## config.mk

```make
export PLATFORM = sky130hd
export DESIGN_NAME = dcache_multiport_arbiter
export DESIGN_NICKNAME = d
export VERILOG_FILES = /design/src/rtl/dcache_arb_pkg.sv /design/src/rtl/rr_priority_picker.sv /design/src/rtl/dcache_multiport_arbiter.sv
export SDC_FILE = /design/constraint.sdc
export NUM_CORES = 1
export LEC_CHECK = 0
export ABC_CLOCK_PERIOD_IN_PS = 4950
export CORE_UTILIZATION = 25
export DETAILED_ROUTE_END_ITERATION = 10
export SYNTH_ARGS = -nofsm -noshare
export SYNTH_HDL_FRONTEND = slang
export SYNTH_SLANG_ARGS = --single-unit
```

## constraint.sdc

```tcl
create_clock -name clk -period 4.95 [get_ports clk]
set_input_delay 1.485 -clock clk [delete_from_list [all_inputs] [get_ports clk]]
set_output_delay 1.485 -clock clk [all_outputs]
set_load 0.05 [all_outputs]
```

## src/rtl/dcache_arb_pkg.sv

```systemverilog
// Shared types and constants for the multi-port D-cache arbiter.
// FSM state encoding and grant-policy selectors.
package dcache_arb_pkg;

    typedef enum logic [1:0] {
        ST_IDLE    = 2'd0,
        ST_GRANT   = 2'd1,
        ST_RECOVER = 2'd2
    } arb_state_t;

    localparam int ARB_FIXED = 0;
    localparam int ARB_RR    = 1;

    localparam int unsigned WAIT_CNT_W = 8;

endpackage

```

## src/rtl/rr_priority_picker.sv

```systemverilog
// Combinational rotating find-first: picks the first set request bit
// at or after i_base, wrapping modulo N.
module rr_priority_picker #(
    parameter int N     = 3,
    parameter int IDX_W = 2
) (
    input  logic [N-1:0]     i_req,
    input  logic [IDX_W-1:0] i_base,
    output logic             o_valid,
    output logic [IDX_W-1:0] o_idx
);

    localparam logic [IDX_W:0] NUM = (IDX_W + 1)'(N);

    logic [IDX_W:0]   w_sum;
    logic [IDX_W-1:0] w_cand;

    always_comb begin
        o_valid = 1'b0;
        o_idx   = '0;
        w_sum   = '0;
        w_cand  = '0;
        for (int unsigned k = 0; k < N; k++) begin
            w_sum = {1'b0, i_base} + (IDX_W + 1)'(k);
            // two wraps cover any base up to 2**IDX_W-1 for non-power-of-two N
            if (w_sum >= NUM) w_sum = w_sum - NUM;
            if (w_sum >= NUM) w_sum = w_sum - NUM;
            w_cand = w_sum[IDX_W-1:0];
            if (!o_valid && i_req[w_cand]) begin
                o_valid = 1'b1;
                o_idx   = w_cand;
            end
        end
    end

endmodule

```

## src/rtl/dcache_multiport_arbiter.sv

```systemverilog
// Arbitrates NUM_PORTS requesters onto a single D-cache port with
// fixed-priority or round-robin grants plus starvation escalation.
module dcache_multiport_arbiter
    import dcache_arb_pkg::*;
#(
    parameter int NUM_PORTS    = 3,
    parameter int ADDR_W       = 19,
    parameter int DATA_W       = 16,
    parameter int ARB_MODE     = ARB_FIXED,
    parameter int STARVE_LIMIT = 15
) (
    input  logic                            clk,
    input  logic                            reset,
    input  logic [NUM_PORTS*ADDR_W-1:0]     req_addr,
    input  logic [NUM_PORTS*DATA_W-1:0]     req_wdata,
    input  logic [NUM_PORTS-1:0]            req_access,
    input  logic [NUM_PORTS-1:0]            req_wr_en,
    input  logic [NUM_PORTS*DATA_W/8-1:0]   req_bytesel,
    output logic [NUM_PORTS*DATA_W-1:0]     req_rdata,
    output logic [NUM_PORTS-1:0]            req_ack,
    output logic [ADDR_W-1:0]               cache_addr,
    output logic [DATA_W-1:0]               cache_wdata,
    output logic                            cache_access,
    output logic                            cache_wr_en,
    output logic [DATA_W/8-1:0]             cache_bytesel,
    input  logic [DATA_W-1:0]               cache_rdata,
    input  logic                            cache_ack,
    output logic [$clog2(NUM_PORTS)-1:0]    grant_id,
    output logic                            busy
);

    localparam int unsigned GW = $clog2(NUM_PORTS);
    localparam int unsigned BW = DATA_W / 8;
    localparam logic [GW-1:0] LAST_IDX = GW'(NUM_PORTS - 1);
    localparam logic [WAIT_CNT_W-1:0] LIMIT = WAIT_CNT_W'(STARVE_LIMIT);

    logic [NUM_PORTS-1:0][ADDR_W-1:0] w_addr_v;
    logic [NUM_PORTS-1:0][DATA_W-1:0] w_wdata_v;
    logic [NUM_PORTS-1:0][BW-1:0]     w_bsel_v;

    arb_state_t                            r_state;
    logic [GW-1:0]                         r_grant;
    logic [GW-1:0]                         r_last;
    logic                                  r_busy;
    logic [NUM_PORTS-1:0]                  r_ack;
    logic [NUM_PORTS-1:0][DATA_W-1:0]      r_rdata;
    logic [NUM_PORTS-1:0][WAIT_CNT_W-1:0]  r_wait;

    logic [NUM_PORTS-1:0] w_urgent;
    logic [GW-1:0]        w_base;
    logic [GW-1:0]        w_urg_idx;
    logic [GW-1:0]        w_norm_idx;
    logic [GW-1:0]        w_win;
    logic                 w_urg_valid;
    logic                 w_norm_valid;
    logic                 w_gnt_req;

    assign w_addr_v  = req_addr;
    assign w_wdata_v = req_wdata;
    assign w_bsel_v  = req_bytesel;

    always_comb begin
        w_urgent = '0;
        for (int unsigned i = 0; i < NUM_PORTS; i++) begin
            w_urgent[i] = req_access[i] && (r_wait[i] == LIMIT);
        end
    end

    assign w_base = (ARB_MODE == ARB_RR) ?
                    ((r_last == LAST_IDX) ? '0 : r_last + 1'b1) : '0;

    rr_priority_picker #(
        .N     (NUM_PORTS),
        .IDX_W (GW)
    ) u_pick_urgent (
        .i_req   (w_urgent),
        .i_base  ('0),
        .o_valid (w_urg_valid),
        .o_idx   (w_urg_idx)
    );

    rr_priority_picker #(
        .N     (NUM_PORTS),
        .IDX_W (GW)
    ) u_pick_normal (
        .i_req   (req_access),
        .i_base  (w_base),
        .o_valid (w_norm_valid),
        .o_idx   (w_norm_idx)
    );

    // starving ports override the configured policy, lowest index first
    assign w_win     = w_urg_valid ? w_urg_idx : w_norm_idx;
    assign w_gnt_req = req_access[r_grant];

    always_ff @(posedge clk or posedge reset) begin
        if (reset) begin
            r_state <= ST_IDLE;
            r_grant <= '0;
            r_last  <= LAST_IDX;
            r_busy  <= 1'b0;
            r_ack   <= '0;
            r_rdata <= '0;
            r_wait  <= '0;
        end else begin
            r_ack <= '0;
            for (int unsigned i = 0; i < NUM_PORTS; i++) begin
                if (!req_access[i]) r_wait[i] <= '0;
            end
            case (r_state)
                ST_IDLE: begin
                    if (w_norm_valid) begin
                        r_grant <= w_win;
                        r_busy  <= 1'b1;
                        r_state <= ST_GRANT;
                        for (int unsigned i = 0; i < NUM_PORTS; i++) begin
                            if (req_access[i]) begin
                                if (GW'(i) == w_win)
                                    r_wait[i] <= '0;
                                else if (r_wait[i] != LIMIT)
                                    r_wait[i] <= r_wait[i] + 1'b1;
                            end
                        end
                    end
                end
                ST_GRANT: begin
                    if (cache_ack) begin
                        r_rdata[r_grant] <= cache_rdata;
                        r_ack[r_grant]   <= 1'b1;
                        r_last           <= r_grant;
                        r_state          <= ST_RECOVER;
                    end else if (!w_gnt_req) begin
                        r_state <= ST_RECOVER;
                    end
                end
                ST_RECOVER: begin
                    r_busy  <= 1'b0;
                    r_state <= ST_IDLE;
                end
                default: begin
                    r_busy  <= 1'b0;
                    r_state <= ST_IDLE;
                end
            endcase
        end
    end

    // cache side is combinational so an async reset drops access immediately
    always_comb begin
        cache_access  = 1'b0;
        cache_addr    = '0;
        cache_wdata   = '0;
        cache_wr_en   = 1'b0;
        cache_bytesel = '1;
        if (r_state == ST_GRANT) begin
            cache_access  = w_gnt_req;
            cache_addr    = w_addr_v[r_grant];
            cache_wdata   = w_wdata_v[r_grant];
            cache_wr_en   = req_wr_en[r_grant];
            cache_bytesel = w_bsel_v[r_grant];
        end
    end

    assign req_rdata = r_rdata;
    assign req_ack   = r_ack;
    assign grant_id  = r_grant;
    assign busy      = r_busy;

endmodule

```

==> results of run 1 <==
==> flip-flops by register name (all words and copies together) (netlist names) <==
register / count
req_ack: 3
busy: 1
grant_id: 2
r_wait: 24
req_rdata: 48
r_state: 2
==> synth_stat cells (2+ instances only) <==
cell type	number	area (µm²)
a21boi_0	2	15.0
a21o_1	2	15.0
a21oi_1	43	215
a22o_1	4	35.0
a22oi_1	2	15.0
a31oi_1	4	25.0
a32o_1	2	20.0
and2_1	3	18.8
and3_1	7	43.8
buf_1	5	18.8
buf_2	2	10.0
clkbuf_1	20	75.1
clkbuf_8	2	27.5
dfrtp_1	80	2000
ha_1	3	37.5
inv_1	6	22.5
mux2_1	4	45.0
mux2_2	46	518
mux2i_1	41	410
nand2_1	28	105
nand2b_1	5	31.3
nand3_1	11	55.1
nor2_1	92	345
nor2b_1	4	25.0
nor3_1	7	35.0
nor3b_1	2	15.0
o211ai_1	3	22.5
o21ai_0	11	55.1
o21ai_1	3	15.0
o22ai_1	4	25.0
o41ai_1	3	26.3
or2_2	3	18.8
or4b_1	2	20.0
==> cell type report <==
cell class / instances / area [µm²]
fillers: 1772 / 10500
well taps: 229 / 287
clock buffers: 11 / 253
inverters: 6 / 22.5
multi-input cells: 364 / 2470
clock inverters: 5 / 86.3
flip-flops and latches: 80 / 2000
repair buffers: 239 / 2350
==> critical path: stages <==
cell             delay, ns
clkdlybuf4s50_1       0.50
mux2i_1               0.08
o2bb2ai_1             0.34
nand2_1               0.16
inv_1                 0.19
buf_12                0.16
==> metrics by stage <==
step                hold slack (ns)  setup slack (ns)  instances
detailed placement            0.483             0.592        918
global route                  0.517             0.508        934
global placement              0.469             0.579        918
finish                        0.496             0.552        934
floorplan                     0.451             0.822        479
CTS                           0.500             0.571        934
==> where the power goes <==
part	internal (mW)	switching, mW	total, mW
clock	0.473	0.275	0.748
sequential	0.878	0.165	1.04
combinational	1.02	1.86	2.88
==> kinds of logic (layout without fill, tap and decap cells) <==
kind of cell / Yosys count / after routing / synth area share, %
simple gates: 174 / 174 / 18.0
fa+ha+maj: 3 / 3 / 0.812
xor+xnor: 1 / 1 / 0.190
mux: 91 / 91 / 21.1
buf+inv: 35 / 261 / 3.33
flops: 80 / 80 / 43.3
compound gates: 95 / 95 / 13.3
==> worst paths after layout <==
check                           slack [ns]  cells after the start           from       endpoint
worst min-delay path                  0.50                      1     r_state[1]           busy
worst max register to register        2.48                      5     r_wait[13]      r_wait[9]
worst max-delay path                  0.55                      6  req_access[0]   cache_access
worst min register to register        0.50                      1     r_state[1]           busy
min in group asynchronous             1.56                      3          reset  req_rdata[38]
max in group asynchronous             3.05                      3          reset    grant_id[0]
==> per-layer routing <==
layer / vias to the layer above / GRT usage, %
met3: 14 / 5.77
li1: 2147 / -
met2: 103 / 25.5
met1: 2224 / 20.0
met5: - / 0
met4: 0 / 4.35
==> results.md, run 1 <==
- Design Power: 4.67 mW
- RSZ-0062 raised after global routing: no
- First drt pass iteration count: 4
- Setup TNS: 0 ns
- Status: finished clean
- Setup violations, final: 0
- Yosys cell types: 56
- Antenna Cells: 0
- IO Count: 229
- CP Capture Type: output pin
- Final core utilization: 41.5%
- Number of global-route vias before repair: 4477
- Commonest cells after routing, fill and taps aside: 189 x clkdlybuf4s50_1, 92 x nor2_1, 79 x dfrtp_1
- Met2 wire length: 7770 µm
- Main flop type after synthesis: dfrtp_1
- Clock tree root buffer cell: clkbuf_16
- Clock Skews: 0.00552 ns
- Headroom to the max-slew limit: 42.7%
- Final Hold Fails: 0
- Most common cell after layout, fill and taps aside: clkdlybuf4s50_1
- Via/cell ratio: 4.81
- Total congestion overflow: 0
- Pin count of the biggest net entering global routing: 81
- Final net count: 839
- DPL Wire Length: 11400 µm
- Req. time, crit path: 3.46 ns
- Port buffer count: 228
- Layout area overhead: 61.8%
- Row count: 49
- Number of flops mapped to enable cells by yosys: 0
- Max-cap violation count: 0
- Initial antenna violation count: 0
- Synth warnings: 0
- Die Wd: 138 µm
- Cts repair resizes: 0
- Leakage: 3.18 nW
- Maximum buffer depth of the clock tree: 2
- Fmax: 227 MHz
- Worst-path fanout max: 3
- Crit path kind: in2out
- Drt drc: 0
- Hold-fix buffers, CTS: 0
- Iter 0 DRT Violations: 158
- Final Cycle Share: 88.8%
- Mean Syn Cell Area: 9.65 µm²
- CTS tree: done
- Layout cell share with drive strength beyond 1: 18.3%
- Cells after synthesis: 479
- Routed vias: 4488
- Max-slew violations: 0
- Register area share after synthesis: 43.3%
- Post-placement cell area: 7140 µm²
- Setup crit start kind: input pin
- Initial Util: 25.6%
- Hold crit path type: reg2reg
- Post-layout instance area: 7480 µm²
- Insertion delay to the later sink of the worst-skew pair: 0.34 ns
- Asr flop ratio synth: 100%
- Slew @ Worst Pin: 0.857 ns
- All-Layer GR Usage: 15.9%
- Total power per unit cell area: 625 nW/µm²
- CP arrival: 2.91 ns
- Clk sink count: 80
- Routability congestion estimate: 0.787
- DR WL/cell: 16.7 µm
- Core box area: 18000 µm²
- Worst IR drop on VDD: 0.423 mV
- Post-CTS Setup Inserts: 0
- Synthesized area: 4620 µm²
- H-tree levels: 3
- Routed length on met3: 925 µm
- Max layer used: met4
- Syn Nets: 618
- Final wirelength: 15600 µm
- CTS buffer count: 9
- CTS clk-pin slew, worst paths: 0.06 ns
- Die area: 19000 µm²
- Post-synthesis register bit count: 80
- Die H: 138 µm
- Post-route ant nets: 0
- DRT met1 WL: 6700 µm
- Minimum clock period: 4.40 ns
- Global-route wire length before repair: 23200 µm
Power figures use the tool's default switching activity.
==> run 2: changes to the inputs <==
--- a/config.mk
+++ b/config.mk
@@ -11,3 +11,4 @@
 export SYNTH_ARGS = -nofsm -noshare
 export SYNTH_HDL_FRONTEND = slang
 export SYNTH_SLANG_ARGS = --single-unit
+export TNS_END_PERCENT = 10
==> results of run 2 <==
The final DEF is identical to that of run 1; final timing and power are the same.
==> run 3: changes to the inputs <==
--- a/config.mk
+++ b/config.mk
@@ -6,8 +6,10 @@
 export NUM_CORES = 1
 export LEC_CHECK = 0
 export ABC_CLOCK_PERIOD_IN_PS = 4950
+export CORE_MARGIN = 2
 export CORE_UTILIZATION = 25
 export DETAILED_ROUTE_END_ITERATION = 10
+export SLEW_MARGIN = 20
 export SYNTH_ARGS = -nofsm -noshare
 export SYNTH_HDL_FRONTEND = slang
 export SYNTH_SLANG_ARGS = --single-unit
==> run 3 against run 2 <==
Combinational power about the same. Global-route usage increased by 0.39 points. Maximum frequency increased by 1.6%. Clock skew increased by 0.0019 ns. Critical path type unchanged.
==> results.md, run 3 (synthesized netlist as in run 1, its figures left out) <==
- Hold endpoint: req_rdata[25] (was busy)
- Setup TNS: 0 ns (unchanged)
- Final Hold Fails: 0 (unchanged)
- Reg power frac: 22.5% (was 22.3%)
- Hold Path Depth: 1 (unchanged)
- Initial antenna violation count: 0 (unchanged)
- H-tree levels: 3 (unchanged)
- P_int: 2.34 mW (was 2.37 mW)
- R2R Path Start: r_wait[20] (was r_wait[13])
- Drt drc: 0 (unchanged)
- IO Count: 229 (unchanged)
- Clk sink count: 80 (unchanged)
- First drt pass iteration count: 4 (unchanged)
- CTS clk-pin slew, worst paths: 0.07 ns (was 0.06 ns)
- Headroom to the max-slew limit: 32.3% (was 42.7%)
- Setup violations, final: 0 (unchanged)
- CTS buffer count: 9 (unchanged)
- Final net count: 839 (unchanged)
- Routability congestion estimate: 0.961 (was 0.787)
- R2r endpoint: r_wait[11] (was r_wait[9])
- Insertion delay to the later sink of the worst-skew pair: 0.34 ns (about the same)
- Layout area overhead: 61.2% (was 61.8%)
- All-Layer GR Usage: 16.3% (was 15.9%)
- Crit path kind: in2out (unchanged)
- Switch share: 49.9% (was 49.2%)
- Total congestion overflow: 0 (unchanged)
- Post-CTS Setup Inserts: 0 (unchanged)
- DR WL/cell: 17.6 µm (was 16.7 µm)
- Iter 0 DRT Violations: 202 (was 158)
- Most common cell after layout, fill and taps aside: clkdlybuf4s50_1 (unchanged)
- Initial Util: 25.6% (unchanged)
- Max-cap violation count: 0 (unchanged)
- Minimum clock period: 4.33 ns (was 4.40 ns)
- Core box area: 18000 µm² (unchanged)
- Antenna Cells: 0 (unchanged)
- Pin count of the biggest net entering global routing: 81 (unchanged)
- Fmax: 231 MHz (was 227 MHz)
- Design Power: 4.67 mW (about the same)
- Layout cell share with drive strength beyond 1: 18.2% (was 18.3%)
- Port buffer count: 228 (unchanged)
- Die Wd: 140 µm (was 138 µm)
- CP arrival: 2.84 ns (was 2.91 ns)
- Hold-fix buffers, CTS: 0 (unchanged)
- Reg2Reg Setup Slack: 2.45 ns (was 2.48 ns)
- Hold crit path type: reg2reg (unchanged)
- Worst IR drop on VDD: 0.394 mV (was 0.423 mV)
- Setup crit start kind: input pin (unchanged)
- Clock tree root buffer cell: clkbuf_16 (unchanged)
- Post-route ant nets: 0 (unchanged)
- Cts repair resizes: 0 (unchanged)
- Final Cycle Share: 87.5% (was 88.8%)
- Leakage: 3.18 nW (about the same)
- Switching Power: 2.33 mW (was 2.30 mW)
- Die area: 19600 µm² (was 19000 µm²)
- Routed vias: 4491 (was 4488)
- Status: finished clean (unchanged)
- CTS tree: done (unchanged)
- Maximum buffer depth of the clock tree: 2 (unchanged)
- Number of global-route vias before repair: 4509 (was 4477)
- DPL Wire Length: 12400 µm (was 11400 µm)
- Clock power frac: 15.5% (was 16.0%)
- Die H: 140 µm (was 138 µm)
- Worst Min Path Start: req_rdata[25] (was r_state[1])
- Final wirelength: 16500 µm (was 15600 µm)
- Slew @ Worst Pin: 1.02 ns (was 0.857 ns)
- # fillers: 1780 (was 1772)
- Global-route wire length before repair: 25400 µm (was 23200 µm)
- Commonest cells after routing, fill and taps aside: 189 x clkdlybuf4s50_1, 92 x nor2_1, 79 x dfrtp_1 (unchanged)
- Clock Skews: 0.00743 ns (was 0.00552 ns)
- Combinational power share: 62.0% (was 61.7%)
- Max-slew violations: 0 (unchanged)
- Largest register FFs: 48 (unchanged)
- Req. time, crit path: 3.46 ns (about the same)
- Row count: 49 (unchanged)
- RSZ-0062 raised after global routing: no (unchanged)
- Worst Reg-to-Reg Cells: 5 (unchanged)
- CP Capture Type: output pin (unchanged)
- Worst-path fanout max: 3 (unchanged)
- Total power per unit cell area: 627 nW/µm² (was 625 nW/µm²)
- Via/cell ratio: 4.81 (about the same)
## run 3: worst max-delay path by stage
stage / startpoint / end / slack [ns] / cells past startpoint
finish: req_access[0] / cache_access / 0.62 / 6
global placement: req_access[0] / cache_access / 0.62 / 6
CTS: req_access[0] / cache_access / 0.62 / 6
global route: req_access[0] / cache_access / 0.50 / 6
floorplan: req_bytesel[2] / cache_bytesel[0] / 0.82 / 2
detailed placement: req_access[0] / cache_access / 0.64 / 6
## run 3: layout make-up
| cell class | instances | area (µm²) | area share [%] |
|---|---|---|---|
| clock buffer | 10 | 229 | 3.07 |
| clock inverter | 6 | 91.3 | 1.23 |
| inverter | 6 | 22.5 | 0.302 |
| multi-input combinational | 364 | 2470 | 33.2 |
| sequential | 80 | 2000 | 26.9 |
| tap | 229 | 287 | 3.85 |
| timing repair buffer | 239 | 2340 | 31.4 |
## run 3: through the flow
| stage | worst slack [ns] | std cells | hold WS [ns] | utilization [%] | instance area [µm²] |
|---|---|---|---|---|---|
| global route | 0.505 | 934 | 0.508 | 41.3 | 7450 |
| detailed placement | 0.637 | 918 | 0.478 | 39.5 | 7130 |
| finish | 0.620 | 934 | 0.492 | 41.3 | 7450 |
| global placement | 0.617 | 918 | 0.468 | 39.5 | 7130 |
| floorplan | 0.822 | 479 | 0.451 | - | 4620 |
| CTS | 0.618 | 934 | 0.496 | 41.3 | 7450 |
## run 3: metal layers
| metal | up-vias | share of wire, % | global-route usage, % | wire length (µm) |
|---|---|---|---|---|
| li1 | 2147 | - | - | - |
| met5 | - | 0 | 0 | 0 |
| met4 | 0 | 0.92 | 2.79 | 151 |
| met2 | 120 | 50 | 27.5 | 8250 |
| met3 | 15 | 5.1 | 4.44 | 846 |
| met1 | 2209 | 44 | 21.2 | 7200 |
## run 3: critical path, stage by stage
cell and delay [ns]:
clkdlybuf4s50_1 0.50, mux2i_1 0.09, o2bb2ai_1 0.28, nand2_1 0.15, inv_1 0.17, buf_12 0.16
## run 3: power by group through the flow
stage                     sequential (mW)  clock [mW]  combinational [mW]
after floorplan                      1.72           0                1.22
after global placement               1.05           0                2.89
after detailed placement             1.06           0                2.91
after CTS                            1.05       0.744                2.92
after global routing                 1.09       0.771                3.04
final                                1.05       0.725                2.90
